### src/rtl/vga_sync_receiver.sv
// vga_sync_receiver
//   Sink-side checker for the 640x480@60 VGA timing. It samples an incoming
//   hsync/vsync pair and verifies line and frame lengths. Once two consecutive
//   trailing vsync edges bracket a correct frame, it regenerates pixel
//   coordinates locked to the source.
//
// Ports
//   clk         pixel clock
//   rst_n       asynchronous active-low reset
//   hsync_in    horizontal sync from the source (active level = SYNC_POL)
//   vsync_in    vertical sync from the source (active level = SYNC_POL)
//   locked      timing verified, coordinates valid
//   display_on  current output pixel is visible (only while locked)
//   hpos, vpos  visible coordinates, 0 whenever display_on is low
//   frame_start one-cycle pulse with the hpos=0,vpos=0 pixel
//   err_cnt     number of lock losses, saturating at 255
module vga_sync_receiver #(
  parameter int H_ACTIVE = 640,
  parameter int H_BACK   = 48,
  parameter int H_TOTAL  = 800,
  parameter int V_ACTIVE = 480,
  parameter int V_BACK   = 33,
  parameter int V_TOTAL  = 525,
  parameter bit SYNC_POL = 1'b0,
  parameter int TIMEOUT  = 1600
) (
  input  logic       clk,
  input  logic       rst_n,
  input  logic       hsync_in,
  input  logic       vsync_in,
  output logic       locked,
  output logic       display_on,
  output logic [9:0] hpos,
  output logic [9:0] vpos,
  output logic       frame_start,
  output logic [7:0] err_cnt
);

  localparam int TW = $clog2(TIMEOUT + 1);

  localparam logic [9:0]    H_LAST  = 10'(H_TOTAL - 1);
  localparam logic [9:0]    V_LAST  = 10'(V_TOTAL - 1);
  localparam logic [9:0]    H_LO    = 10'(H_BACK);
  localparam logic [9:0]    H_HI    = 10'(H_BACK + H_ACTIVE);
  localparam logic [9:0]    V_LO    = 10'(V_BACK);
  localparam logic [9:0]    V_HI    = 10'(V_BACK + V_ACTIVE);
  localparam logic [9:0]    CNT_MAX = 10'h3FF;
  localparam logic [TW-1:0] TO_LAST = TW'(TIMEOUT - 1);

  typedef enum logic [1:0] {SEARCH, MEASURE, LOCKED} state_t;

  state_t        state;
  logic          hs_q, vs_q;
  logic [9:0]    h_cnt, v_cnt;
  logic          v_seen;
  logic          bad_seen;
  logic          h_skip;
  logic [TW-1:0] to_cnt;

  logic hs_act, vs_act;
  logic h_edge, v_edge;
  logic line_bad, frame_good, timeout, vis;

  // The sync registers hold "sync is active", not the raw pin level, so the
  // reset value 0 can never fake a trailing edge whatever SYNC_POL is.
  assign hs_act = (hsync_in == SYNC_POL);
  assign vs_act = (vsync_in == SYNC_POL);
  assign h_edge = hs_q & ~hs_act;
  assign v_edge = vs_q & ~vs_act;

  assign line_bad   = h_edge && !h_skip && (h_cnt != H_LAST);
  assign frame_good = (v_cnt == V_LAST) && !bad_seen;
  assign timeout    = !h_edge && (to_cnt == TO_LAST);

  assign vis = (state == LOCKED) &&
               (h_cnt >= H_LO) && (h_cnt < H_HI) &&
               (v_cnt >= V_LO) && (v_cnt < V_HI);

  // Sync sampling and line/frame counters
  always_ff @(posedge clk or negedge rst_n) begin
    if (!rst_n) begin
      hs_q   <= 1'b0;
      vs_q   <= 1'b0;
      h_cnt  <= '0;
      v_cnt  <= '0;
      v_seen <= 1'b0;
      to_cnt <= '0;
    end else begin
      hs_q <= hs_act;
      vs_q <= vs_act;

      if (h_edge) begin
        h_cnt  <= '0;
        to_cnt <= '0;
      end else begin
        if (h_cnt != CNT_MAX) h_cnt <= h_cnt + 10'd1;
        if (to_cnt != TO_LAST) to_cnt <= to_cnt + TW'(1);
      end

      // A v edge in the same clock as an h edge counts as already seen,
      // so that h edge starts line 0.
      if (h_edge) begin
        v_seen <= 1'b0;
        if (v_seen || v_edge)    v_cnt <= '0;
        else if (v_cnt != CNT_MAX) v_cnt <= v_cnt + 10'd1;
      end else if (v_edge) begin
        v_seen <= 1'b1;
      end
    end
  end

  // Lock FSM
  always_ff @(posedge clk or negedge rst_n) begin
    if (!rst_n) begin
      state    <= SEARCH;
      locked   <= 1'b0;
      err_cnt  <= '0;
      h_skip   <= 1'b1;
      bad_seen <= 1'b0;
    end else begin
      bad_seen <= v_edge ? 1'b0 : (bad_seen | line_bad);
      if (h_edge) h_skip <= 1'b0;

      case (state)
        SEARCH: begin
          if (timeout) begin
            h_skip <= 1'b1;
          end else if (v_edge) begin
            state  <= MEASURE;
            locked <= 1'b0;
          end
        end
        MEASURE: begin
          if (timeout) begin
            state  <= SEARCH;
            locked <= 1'b0;
            h_skip <= 1'b1;
          end else if (v_edge && frame_good) begin
            state  <= LOCKED;
            locked <= 1'b1;
          end
        end
        LOCKED: begin
          if (line_bad || (v_edge && !frame_good) || timeout) begin
            state  <= SEARCH;
            locked <= 1'b0;
            h_skip <= 1'b1;
            if (err_cnt != 8'hFF) err_cnt <= err_cnt + 8'd1;
          end
        end
        default: begin
          state  <= SEARCH;
          locked <= 1'b0;
          h_skip <= 1'b1;
        end
      endcase
    end
  end

  // Coordinate outputs, one clock behind the counters
  always_ff @(posedge clk or negedge rst_n) begin
    if (!rst_n) begin
      display_on  <= 1'b0;
      hpos        <= '0;
      vpos        <= '0;
      frame_start <= 1'b0;
    end else begin
      display_on  <= vis;
      hpos        <= vis ? (h_cnt - H_LO) : '0;
      vpos        <= vis ? (v_cnt - V_LO) : '0;
      frame_start <= vis && (h_cnt == H_LO) && (v_cnt == V_LO);
    end
  end

endmodule

### config.mk
export PLATFORM = sky130hd
export DESIGN_NAME = vga_sync_receiver
export DESIGN_NICKNAME = d
export VERILOG_FILES = /design/src/rtl/vga_sync_receiver.sv
export SDC_FILE = /design/constraint.sdc
export NUM_CORES = 1
export LEC_CHECK = 0
export ABC_AREA = 1
export CELL_PAD_IN_SITES_DETAIL_PLACEMENT = 1
export CELL_PAD_IN_SITES_GLOBAL_PLACEMENT = 1
export CORE_ASPECT_RATIO = 0.75
export CORE_MARGIN = 1.5
export CORE_UTILIZATION = 47
export DETAILED_ROUTE_END_ITERATION = 16
export PLACE_DENSITY_LB_ADDON = 0.15
export SETUP_SLACK_MARGIN = 0.02
export SLEW_MARGIN = 10
export SYNTH_ARGS = -nofsm -noshare
export SYNTH_HDL_FRONTEND = slang
export SYNTH_SLANG_ARGS = --single-unit
### constraint.sdc
create_clock -name clk -period 3.99 [get_ports clk]
set_input_delay 0.5985 -clock clk [delete_from_list [all_inputs] [get_ports clk]]
set_output_delay 0.5985 -clock clk [all_outputs]
set_load 0.02 [all_outputs]
==> out/qor.csv, run 1 <==
stage;metric;value;unit
outcome;status;completed;
die;initial_core_util;49.2;%
worst_setup_path;start_kind;register;
finish;drive_above_1_share;16.8;%
sta;setup_viol_count_final;0;
die;die_y;79.4;um
die;row_count;27;
finish;fillers;881;
finish;diodes;0;
sta;rsz0062_at_grt;false;
sta;post-route-period-util;58.7;%
detailed_routing;wl_per_cell;15.0;um
yosys;yosysTopAreaCellShare;45.8;%
yosys;yosysWarnings;0;
detailed_routing;initialDrtViolationCount;122;
clock_network;root_buffer;clkbuf_8;
placed_design;portBuffers;34;
global_route;antenna_found_initial;0;
clock_network;clk_pin_slew;0.08;ns
clock_network;cts_resized;0;
die;die_x;105;um
worst_setup_path;cpMaxStageDelayCell;dfrtp_1;
yosys;synth_top_area_cell;dfrtp_1;
sta;hold_viol;0;
global_route;grt_overflow;0;
worst_setup_path;endpoint_kind;register;
die;dieArea;0.00833;mm^2
power_and_ir_drop;p_leak;2.06;nW
yosys;avgSynthCellArea;8.65;um^2
clock_network;postCtsSetupBuffers;0;
worst_setup_path;crit_type;reg -> reg;
sta;slew_violations;0;
die;core_area;0.00743;mm^2
worst_setup_path;crit_top_cell;nand2_1;
worst_setup_path;worst_path_largest_cell_delay;0.53;ns
finish;seqCellArea;0.00170;mm^2
worst_setup_path;cp_max_fo;22;
sta;fin_crit;2.34;ns
worst_setup_path;required;4.25;ns
yosys;synth_top_cells_by_area;dfrtp_1 (46%), nand2_1 (7.4%), nand3_1 (5.3%);
yosys;synth_edf_count;0;
yosys;yosysMostFrequentCell;nand2_1;
detailed_routing;dr.pass1.iters;4;
global_route;grt_pass1_vias;3110;
clock_network;cts_inserted_buffers;9;
die;boundaryPins;35;
sta;fmax;427;MHz
yosys;synth.cell_area;0.00366;mm^2
clock_network;cts_sinks;68;
worst_setup_path;critPathArrivalTime;2.60;ns
hold_path;hold_class;in -> async;
power_and_ir_drop;cellPowerDensity;446;mW/mm^2
sta;fin_skew;0.00863;ns
global_route;grt_max_degree;69;
yosys;syn_nets;438;
flow_run;max-cap-violations;0;
detailed_routing;wl;8520;um
placed_design;place.gp.congestion;0.894;
yosys;synth_cell_types;36;
yosys;synthTopCellsByCount;nand2_1 (72), dfrtp_1 (67), inv_1 (44), nand3_1 (39), nor2_1 (31);
detailed_routing;drcViolationCount;0;
yosys;ys_seq_area_share;46.5;%
sta;worst_slew_pin_slew;0.863;ns
clock_network;cts_hold_buf;0;
placed_design;dp_hpwl;6200;um
global_route;grt_usage;23.0;%
finish;multi_input_area;0.00169;mm^2
detailed_routing;via_per_inst;5.20;
yosys;synth_seq_cells;68;
clock_network;clk_latency;0.35;ns
global_route;grt_pass1_wl;15100;um
worst_setup_path;crit_chain;inv_1 > ha_1 > nand2_1 > nor2_2 > nand2_1 > nand2_1 > o211ai_2 > nand3_2 > nor2_2;
power_and_ir_drop;irDropWorstVdd;0.000316;V
detailed_routing;routed-via-count;2944;
sta;relSlewSlack;42.5;%
finish;nets;475;
clock_network;clk_path_buf_depth;2;
yosys;synth_flop_cell;dfrtp_1;
finish;syn_to_final_growth;17.7;%
yosys;async_reset_ff_share;100;%
clock_network;htree_levels;3;
clock_network;cts_tree;yes;
sta;fin_tns_setup;0;ns
yosys;netlist_instances;423;
detailed_routing;postRouteAntennaNets;0;
placed_design;dp.cells;550;
finish;final_cells;566;
## final cells by class
type | count | share of cell area, %
clock inverters | 6 | 2.58
flip-flops and latches | 68 | 39.5
clock buffers | 10 | 3.19
repair buffers | 37 | 8.31
multi-input cells | 295 | 39.2
well taps | 101 | 2.93
inverters | 49 | 4.27
## power breakdown
group / total, mW / switching, mW / internal [mW]
Combinational: 0.375 / 0.233 / 0.141
Clock: 0.705 / 0.273 / 0.432
Sequential: 0.843 / 0.0803 / 0.763
## flip-flops by register name (all words and copies together) (netlist names)
register,flops
bad_seen,1
display_on,1
err_cnt,8
frame_start,1
h_cnt,10
h_skip,1
hpos,10
hs_q,1
locked,1
state,1
to_cnt,11
v_cnt,10
v_seen,1
vpos,10
vs_q,1
## placed cells by master, fill, tap and decap left out, types with 2 or more instances in the layout
cell              n
nor2_4            2
xnor2_1           9
nor3_1            8
nand3_2           5
nand3_1          39
nor2_2           24
xor2_1           14
inv_1            44
a31oi_1           3
or2_2             2
ha_1             11
nor2_1           31
o21ai_1           6
o21ai_2           3
clkdlybuf4s50_1  33
nand2_1          72
a21oi_1          13
nand2_2          10
nor3_2            2
clkbuf_8         10
nand3b_1          4
nand4_1           9
buf_4             3
bufinv_16         3
o21ai_0          20
inv_2             5
dfrtp_1          67
## cells by family (layout without fill, tap and decap cells)
family                     after synthesis  count (layout)  share of synthesized area (%)
and+or+nand+nor                        211             211                           28.9
DFF                                     68              68                           46.5
buffers and inverters                   60             102                           7.35
AOI/OAI and AO/OA                       50              50                           8.00
xor gates and xnor gates                23              23                           5.50
adders and majority gates               11              11                           3.76
## through the flow
stage / util, % / setup slack [ns] / total power, mW / hold WS, ns / instance area (um^2)
6_report: 58.0 / 1.65 / 1.92 / 0.443 / 4310
5_1_grt: 58.0 / 1.39 / 2.03 / 0.504 / 4310
4_1_cts: 58.0 / 1.60 / 1.94 / 0.477 / 4310
3_5_place_dp: 54.6 / 1.39 / 1.23 / 0.468 / 4060
3_3_place_gp: 54.6 / 1.49 / 1.21 / 0.459 / 4060
2_1_floorplan: - / 2.32 / 1.10 / 0.303 / 3660
## worst paths after layout
path	from	endpoint	slack, ns	cells after the start
max in group asynchronous	rst_n	to_cnt[0]	2.98	2
min in group clk	h_skip	h_skip	0.48	2
worst max register to register	v_cnt[0]	hpos[4]	1.65	9
worst min register to register	h_skip	h_skip	0.48	2
worst max-delay path	v_cnt[0]	hpos[4]	1.65	9
worst min-delay path	rst_n	vpos[3]	0.44	2
## worst max-delay path, delay by kind of cell, from the launching register on
kind            cells  cell delay [ns]
compound gates      1             0.10
fa+ha+maj           1             0.26
simple gates        6             1.16
flops               1             0.53
buf+inv             1             0.19
## routing by layer
| metal | part of all wire (%) | vias to the layer above | track usage, % |
|---|---|---|---|
| li1 | - | 1449 | - |
| met1 | 48 | 1429 | 31.0 |
| met2 | 47 | 57 | 37.3 |
| met3 | 3.5 | 9 | 5.31 |
| met4 | 1.1 | 0 | 6.99 |
| met5 | 0 | - | 0 |
Power figures use the tool's default switching activity.
==> run 2, diff against run 1 <==
--- a/config.mk
+++ b/config.mk
@@ -10,7 +10,7 @@
 export CELL_PAD_IN_SITES_GLOBAL_PLACEMENT = 1
 export CORE_ASPECT_RATIO = 0.75
 export CORE_MARGIN = 1.5
-export CORE_UTILIZATION = 47
+export CORE_UTILIZATION = 43
 export DETAILED_ROUTE_END_ITERATION = 16
 export PLACE_DENSITY_LB_ADDON = 0.15
 export SETUP_SLACK_MARGIN = 0.02
==> constraint.sdc (replaced) <==
create_clock -name clk -period 2.22 [get_ports clk]
set_input_delay 0.333 -clock clk [delete_from_list [all_inputs] [get_ports clk]]
set_output_delay 0.333 -clock clk [all_outputs]
set_load 0.02 [all_outputs]
==> run 2 against run 1 <==
The run now ends with negative hold slack left. Clock skew about the same. Final area increased by 3.6%. Global-route usage decreased by 0.54 points. Clock power increased by 130%. Critical path depth increased by 1. Sequential share of layout area decreased by 1.4 points. Maximum frequency increased by 22%. First-iteration DRC count increased by 25%. Utilization decreased by 2.6 points. Final cell count increased by 1.6%. Total power increased by 98%. Routed wire length increased by 5.7%. Largest cell class unchanged. Largest power group is now the clock network.
==> out/qor.csv, run 2 (same netlist as run 1, synthesis figures left out) <==
stage;metric;value;unit
outcome;status;finished, violations left;
outcome;violations;negative hold slack;
clock_network;clk_pin_slew;0.06;ns
detailed_routing;drcViolationCount;0;
die;initial_core_util;45.4;%
power_and_ir_drop;p_sw_share;29.4;%
clock_network;clk_latency;0.34;ns
detailed_routing;dr.pass1.iters;4;
sta;fin_tns_setup;0;ns
sta;fmax;519;MHz
die;row_count;28;
die;die_y;82.9;um
flow_run;max-cap-violations;0;
sta;post-route-period-util;86.8;%
finish;diodes;0;
worst_setup_path;path_delay_family;simple AND/OR/NAND/NOR gates;
power_and_ir_drop;internal-power;2.68;mW
sta;hold_viol;8;
clock_network;cts_inserted_buffers;9;
finish;finish.utilization;55.4;%
sta;relSlewSlack;73.2;%
placed_design;place.gp.congestion;0.831;
worst_setup_path;rrSetupSlack;0.29;ns
worst_setup_path;crit_top_cell;nand2_1;
global_route;antenna_found_initial;0;
sta;rsz0062_at_grt;false;
sta;worst_slew_pin_slew;0.400;ns
global_route;grt_pass1_vias;3163;
finish;nets;480;
power_and_ir_drop;p_switching;1.12;mW
finish;layout_commonest_cell;nand2_1;
die;core_area;0.00806;mm^2
finish;largest_register_ffs;11;
die;die_x;110;um
worst_setup_path;critPathArrivalTime;2.15;ns
clock_network;clk_path_buf_depth;2;
clock_network;cts_resized;0;
placed_design;portBuffers;34;
power_and_ir_drop;pwr-share-clk;42.0;%
power_and_ir_drop;power_frac_comb;17.8;%
power_and_ir_drop;p_leak;2.13;nW
clock_network;htree_levels;3;
die;boundaryPins;35;
die;dieArea;0.00908;mm^2
global_route;grt_max_degree;69;
power_and_ir_drop;cellPowerDensity;851;mW/mm^2
clock_network;cts_sinks;68;
worst_setup_path;cp_max_fo;22;
clock_network;cts_tree;yes;
worst_setup_path;required;2.44;ns
power_and_ir_drop;seqPwrFrac;40.1;%
finish;final_cell_mix;nand2_1 (72), dfrtp_1 (67), inv_1 (44);
finish;regMostFlops;to_cnt;
detailed_routing;via_per_inst;5.14;
power_and_ir_drop;power;3.80;mW
placed_design;dp_hpwl;6360;um
hold_path;hold_class;in -> async;
worst_setup_path;crit_type;reg -> reg;
clock_network;postCtsSetupBuffers;0;
sta;fin_skew;0.00856;ns
clock_network;cts_hold_buf;0;
sta;setup_viol_count_final;0;
worst_setup_path;endpoint_kind;register;
worst_setup_path;cpMaxStageDelayCell;dfrtp_1;
detailed_routing;wl;9010;um
global_route;grt_usage;22.5;%
worst_setup_path;crit_chain;inv_1 > ha_1 > nand2_1 > nor2_2 > nand2_1 > nand2_1 > o211ai_2 > nand3_2 > buf_12 > nor2_2;
detailed_routing;postRouteAntennaNets;0;
finish;drive_above_1_share;17.7;%
sta;hold_slack;-0.00798;ns
worst_setup_path;worst_path_largest_cell_delay;0.49;ns
finish;fin_area;0.00446;mm^2
finish;final_cells;575;
placed_design;placed_cell_area;0.00413;mm^2
clock_network;root_buffer;clkbuf_16;
detailed_routing;wl_per_cell;15.7;um
detailed_routing;routed-via-count;2956;
placed_design;dp.cells;559;
sta;fin_crit;1.93;ns
power_and_ir_drop;irDropWorstVdd;0.000625;V
global_route;grt_overflow;0;
worst_setup_path;start_kind;register;
finish;syn_to_final_growth;21.9;%
worst_setup_path;path_buf_inv;2;
global_route;grt_pass1_wl;15800;um
sta;slew_violations;0;
detailed_routing;initialDrtViolationCount;152;
-- run 2: area by class of cell --
cell class / count / area [um^2]
Sequential cell: 68 / 1700
Timing Repair Buffer: 42 / 420
Fill cell: 962 / 3590
Clock inverter: 5 / 83.8
Inverter: 49 / 184
Tap cell: 105 / 131
Clock buffer: 11 / 253
Multi-Input combinational cell: 295 / 1690
-- run 2: path summary, 6_finish.rpt --
kind                       startpoint       to  cells after the start
setup / recovery             v_cnt[0]  vpos[3]                     10
hold / removal                  rst_n  vpos[0]                      2
setup reg to reg             v_cnt[0]  vpos[3]                     10
hold reg to reg                h_skip   h_skip                      2
max in group asynchronous       rst_n   h_skip                      2
min in group clk               h_skip   h_skip                      2
-- run 2: worst reg2reg max path: cells and delay by family, from the launching register on --
kind | cells | cell delay [ns]
AND/OR/NAND/NOR | 6 | 0.60
flip-flops | 1 | 0.49
buffers and inverters | 2 | 0.40
adder cells (fa/ha/maj) | 1 | 0.21
AO/OA/AOI/OAI | 1 | 0.10
-- run 2: routing by layer --
layer	global-route usage, %	vias to the layer above	share of wire, %
li1	-	1456	-
met1	30.6	1439	48
met2	34.3	49	47
met3	6.51	12	4.0
met4	7.20	0	1.6
met5	0	-	0
-- run 2: per-stage QoR --
step | setup slack (ns) | hold WS, ns
floorplan | 0.551 | 0.0374
global placement | 0.291 | 0.383
detailed placement | 0.247 | 0.391
CTS | 0.275 | 0.0273
global route | 0.106 | 0.0283
finish | 0.293 | -0.00798
-- run 2: power groups by stage --
stage	Clock [mW]	Combinational [mW]	Sequential, mW
after floorplan	0	0.432	1.54
after global placement	0	0.649	1.53
after detailed placement	0	0.678	1.54
after CTS	1.63	0.689	1.52
after global routing	1.68	0.775	1.55
final	1.60	0.678	1.52
==> run 3, diff against run 2 <==
--- a/config.mk
+++ b/config.mk
@@ -10,10 +10,12 @@
 export CELL_PAD_IN_SITES_GLOBAL_PLACEMENT = 1
 export CORE_ASPECT_RATIO = 0.75
 export CORE_MARGIN = 1.5
-export CORE_UTILIZATION = 43
+export CORE_UTILIZATION = 48
 export DETAILED_ROUTE_END_ITERATION = 16
+export DONT_BUFFER_PORTS = 1
 export PLACE_DENSITY_LB_ADDON = 0.15
 export SETUP_SLACK_MARGIN = 0.02
+export SKIP_CTS_REPAIR_TIMING = 1
 export SLEW_MARGIN = 10
 export SYNTH_ARGS = -nofsm -noshare
 export SYNTH_HDL_FRONTEND = slang
==> run 3 against run 2 <==
The run now ends clean. Routed wire length is 9.2% lower. Total power is 11% lower. Flip-flop and latch count is the same. Sequential share of layout area is 4.0 points higher. Die area is 10% lower. Non-clock buffer count decreased by 35. Clock power shrank 21%. Register-to-register slack better by 0.02 ns. Worst setup slack improved by 0.016 ns. Clock skew is essentially flat. Final area fell by 9.5%.
==> out/qor.csv, run 3 (same netlist as run 1, synthesis figures left out) <==
stage;metric;value;unit
outcome;status;completed;
finish;multi_input_area;0.00169;mm^2
finish;drive_above_1_share;18.2;%
worst_setup_path;cp_max_fo;11;
die;die_y;78.6;um
power_and_ir_drop;cellPowerDensity;836;mW/mm^2
sta;rsz0062_at_grt;false;
clock_network;clk_pin_slew;0.07;ns
worst_setup_path;rrSetupSlack;0.31;ns
die;core_area;0.00736;mm^2
hold_path;hold_end;hs_q;
die;initial_core_util;49.7;%
placed_design;dp_hpwl;5830;um
hold_path;hold_path_depth;1;
worst_setup_path;start_kind;register;
placed_design;portBuffers;0;
finish;syn_to_final_growth;10.3;%
worst_setup_path;endpoint_kind;register;
worst_setup_path;r2r_start;err_cnt[0];
placed_design;dp.cells;518;
detailed_routing;wl;8180;um
sta;fin_crit;1.91;ns
sta;relSlewSlack;71.1;%
worst_setup_path;rr_worst_depth;6;
clock_network;cts_tree;yes;
worst_setup_path;crit_type;reg -> reg;
detailed_routing;dr.pass1.iters;4;
sta;fmax;523;MHz
sta;hold_viol;0;
hold_path;hold_class;in -> reg;
sta;fin_tns_setup;0;ns
power_and_ir_drop;p_leak;1.98;nW
detailed_routing;drcViolationCount;0;
finish;regMostFlops;to_cnt;
die;dieArea;0.00816;mm^2
sta;post-route-period-util;86.1;%
clock_network;cts_sinks;68;
global_route;antenna_found_initial;0;
finish;final_cells;536;
power_and_ir_drop;irDropWorstVdd;0.000351;V
die;row_count;27;
worst_setup_path;rr_endpoint;err_cnt[0];
clock_network;clk_latency;0.35;ns
detailed_routing;initialDrtViolationCount;86;
finish;fillers;900;
clock_network;cts_inserted_buffers;9;
sta;setup_viol_count_final;0;
finish;finish.utilization;54.8;%
detailed_routing;wl_per_cell;15.3;um
global_route;grt_max_degree;69;
finish;largest_register_ffs;11;
detailed_routing;postRouteAntennaNets;0;
finish;diodes;0;
finish;layout_commonest_cell;nand2_1;
worst_setup_path;required;2.45;ns
clock_network;htree_levels;3;
flow_run;max-cap-violations;0;
finish;seqCellArea;0.00170;mm^2
sta;slew_violations;0;
global_route;grt_pass1_vias;2978;
worst_setup_path;critPathArrivalTime;2.14;ns
sta;worst_slew_pin_slew;0.432;ns
placed_design;place.gp.congestion;0.818;
die;boundaryPins;35;
global_route;grt_overflow;0;
global_route;grt_pass1_wl;14300;um
global_route;grt_usage;22.2;%
finish;final_cell_mix;nand2_1 (72), dfrtp_1 (67), inv_1 (44);
hold_path;hp-start;hsync_in;
sta;fin_skew;0.00859;ns
clock_network;clk_path_buf_depth;2;
clock_network;root_buffer;clkbuf_8;
detailed_routing;routed-via-count;2819;
finish;nets;445;
detailed_routing;via_per_inst;5.26;
die;die_x;104;um
==> run 3: cell types whose count changed in the layout (fill, tap and decap cells not counted), moves of 2 or more <==
cell,change
buf_4,-2
clkdlybuf4s50_1,-33
clkbuf_8,+8
clkbuf_16,-9
clkinvlp_4,-2
==> run 3: power by group <==
| part | internal, mW | switching [mW] | leakage (nW) | total, mW |
|---|---|---|---|---|
| registers | 1.37 | 0.186 | 0.920 | 1.56 |
| clock network | 0.783 | 0.487 | 0.124 | 1.27 |
| logic | 0.201 | 0.349 | 0.932 | 0.550 |
==> run 3: area by class of cell <==
| cell class | count | share of cell area [%] |
|---|---|---|
| clock buffers | 11 | 3.50 |
| inverters | 49 | 4.56 |
| clock inverters | 5 | 2.67 |
| flip-flops and latches | 68 | 42.2 |
| well taps | 101 | 3.13 |
| repair buffers | 7 | 2.17 |
| multi-input cells | 295 | 41.8 |
==> run 3: worst max-delay path by stage <==
stage               startpoint         end  slack (ns)  cells past startpoint
global placement    err_cnt[0]  err_cnt[0]        0.41                      6
floorplan           err_cnt[0]  err_cnt[2]        0.55                      8
CTS                 err_cnt[0]  err_cnt[0]        0.30                      6
detailed placement  err_cnt[0]  err_cnt[0]        0.31                      6
global route        err_cnt[0]  err_cnt[2]        0.14                      7
finish              err_cnt[0]  err_cnt[0]        0.31                      6
==> run 3: worst max-delay path, stage by stage, from the launching register on <==
cell and delay, ns:
dfrtp_1 0.49, ha_1 0.28, nand3_2 0.10, nor2_1 0.07, a31oi_1 0.34, nand2_2 0.30, xnor2_1 0.20
==> run 3: stage by stage <==
step | hold slack [ns] | total power [mW] | setup WS (ns) | area [um^2]
after CTS | -0.347 | 3.38 | 0.302 | 4000
after detailed placement | 0.0389 | 2.10 | 0.314 | 3750
after global routing | 0.0123 | 3.56 | 0.135 | 4040
after floorplan | 0.0374 | 1.97 | 0.551 | 3660
final | 0.0305 | 3.38 | 0.309 | 4040
after global placement | 0.0387 | 2.08 | 0.407 | 3750
==> run 3: per-layer routing <==
layer  GRT usage [%]  wire [um]
met1            29.8       4070
met2            35.1       3670
met3            5.32        303
met4            8.06        141
met5               0          0
==> RTL change (settings of run 1) <==
Register the inputs `hsync_in` and `vsync_in` before use. The logic sees them one clock later.
--- a/src/rtl/vga_sync_receiver.sv
+++ b/src/rtl/vga_sync_receiver.sv
@@ -51,2 +51,10 @@
 
+  logic hsync_q;
+  logic vsync_q;
+
+  always_ff @(posedge clk) begin
+    hsync_q <= hsync_in;
+    vsync_q <= vsync_in;
+  end
+
   state_t        state;
@@ -65,4 +73,4 @@
   // reset value 0 can never fake a trailing edge whatever SYNC_POL is.
-  assign hs_act = (hsync_in == SYNC_POL);
-  assign vs_act = (vsync_in == SYNC_POL);
+  assign hs_act = (hsync_q == SYNC_POL);
+  assign vs_act = (vsync_q == SYNC_POL);
   assign h_edge = hs_q & ~hs_act;
Function: same outputs for any inputs over 10 cycles, from zero or initial values and one cycle with rst_n low; that may be too few to reach the edited logic, so the function may still have changed.
==> RTL change against run 1 <==
Count of clock-buffer cells in the layout is the same; setup slack better by 77 ps; total power shrank 8.7%; clock skew shrank 0.59 ps; sequential cell count rose by 2; design area decreased by 0.58%; wire length shrank 3.7%; area after synthesis grew 1.1%; critical path type unchanged; critical endpoint is now frame_start; largest power group unchanged; highest routed layer unchanged.
==> RTL change: results (changes against run 1) <==
Place WS = 1710 ps (was 1390 ps)
# Post-CTS Setup Buffers = 0 (unchanged)
CP max stage cell = nand3_2 (was dfrtp_1)
R2R depth = 9 (unchanged)
# H-tree levels = 3 (unchanged)
R2r endpoint = frame_start (was hpos[4])
Maximum root-to-sink buffer count = 2 (unchanged)
P_leak = 2.09 nW (was 2.06 nW)
Largest net degree at the start of global routing = 42 (was 69)
Peak VDD IR = 0.000250 V (was 0.000316 V)
Worst Hold Class = in2async (unchanged)
Worst Path Arrival = 2520 ps (was 2600 ps)
Count of cell types in the netlist = 37 (was 36)
Root Driver = clkbuf_8 (unchanged)
Tot GR Track Use = 0.219 (was 0.230)
Post-layout nets = 471 (was 475)
Antenna cells = 0 (unchanged)
Synth Flop Type = dfrtp_1 (unchanged)
Seq/Total Area, Yosys = 0.471 (was 0.465)
Synth cell count leaders = nand2_1, dfrtp_1, inv_1, nand3_1, nor2_1 (unchanged)
Worst-Skew Late Latency = 350 ps (about the same)
Initial drt markers = 105 (was 122)
Status = completed (unchanged)
Skew final = 8.03 ps (was 8.63 ps)
Worst r2r src = v_cnt[0] (unchanged)
Number of CTS-inserted buffers = 9 (unchanged)
Worst-path fanout max = 22 (unchanged)
Ys Warns = 0 (unchanged)
Worst Tran Pin Value = 818 ps (was 863 ps)
Via/cell ratio = 5.16 (was 5.20)
Async S/R FF share, synth = 0.971 (was 1.00)
Worst-path clk slew = 70 ps
Share of layout cells above drive strength 1 = 0.183 (was 0.168)
Max reg flops = 11 (unchanged)
Max incr delay on CP = 510 ps (was 530 ps)
Number of global-route vias before repair = 2947 (was 3110)
# port buffers = 34 (unchanged)
Synth area leaders = dfrtp_1, nand2_1, nand3_1 (unchanged)
Final wirelength = 8210 µm (was 8520 µm)
Crit Path Class = reg2reg (unchanged)
Setup_tns = 0 ps (unchanged)
Initial DRT Pass Iterations = 4 (unchanged)
Final Wtd Congestion = 0.849 (was 0.894)
Post-DP HPWL = 6180 µm (was 6200 µm)
# resized after CTS = 0 (unchanged)
Fillers = 875 (was 881)
Initial antenna violation count = 0 (unchanged)
Biggest register = to_cnt (unchanged)
Syn Nets = 434 (was 438)
First-pass GRT wire length = 14200 µm (was 15100 µm)
Crit path time final = 2270 ps (was 2340 ps)
RTL change: cell count changes in the layout (fill, tap and decap cells not counted), moves of 3 or more:
cell / change
a21oi_1: -4
clkinv_2: +3
o21ai_0: -11
inv_2: +4
nor2_2: +3
nand2_2: +3
nand3b_1: -4
nand4_1: +3
inv_1: -4
RTL change: critical path, delay by kind of cell (launching register included):
family        cells  cell delay, ps
simple gates      7            1250
buf+inv           1             160
flops             1             500
fa+ha+maj         1             260
RTL change: kinds of logic after synthesis:
group                      after synthesis  synth area share
and+or+nand+nor                        216             0.300
adders and majority gates               11            0.0372
xor gates and xnor gates                24            0.0568
buffers and inverters                   59            0.0707
AOI/OAI and AO/OA                       39            0.0643
DFF                                     70             0.471
RTL change: metrics by stage:
step / cells / power, W / hold WS, ps / instance area, µm²
final: 561 / 0.00176 / 245 / 4280
after global routing: 561 / 0.00186 / 289 / 4280
after floorplan: 419 / 0.00110 / 303 / 3700
after CTS: 561 / 0.00178 / 257 / 4280
after detailed placement: 546 / 0.00122 / 378 / 4100
after global placement: 546 / 0.00120 / 369 / 4100
RTL change: worst min-delay path by stage:
stage / start / end / slack, ps / cells past startpoint
after floorplan: rst_n / bad_seen / 300 / 0
after global placement: vsync_q / vs_q / 370 / 1
after detailed placement: vsync_q / vs_q / 380 / 1
after CTS: rst_n / display_on / 260 / 1
after global routing: rst_n / display_on / 290 / 1
final: rst_n / display_on / 250 / 1
RTL change: routing by layer:
layer	wire length, µm	GRT usage	part of all wire
met5	0	0	0
met4	84	0.0699	0.010
met3	311	0.0457	0.038
met2	3810	0.352	0.46
met1	4000	0.299	0.49
RTL change: final cells by class:
cell class,count,share of cell area
inverter,50,0.0438
timing repair buffer,35,0.0800
multi-input combinational,290,0.396
sequential,70,0.407
clock inverter,5,0.0117
clock buffer,10,0.0321
tap,101,0.0295
RTL change: power by group:
part	internal, W	switching, W
registers	0.000780	0.0000728
clock network	0.000298	0.000259
logic	0.000131	0.000216
total	0.00121	0.000548
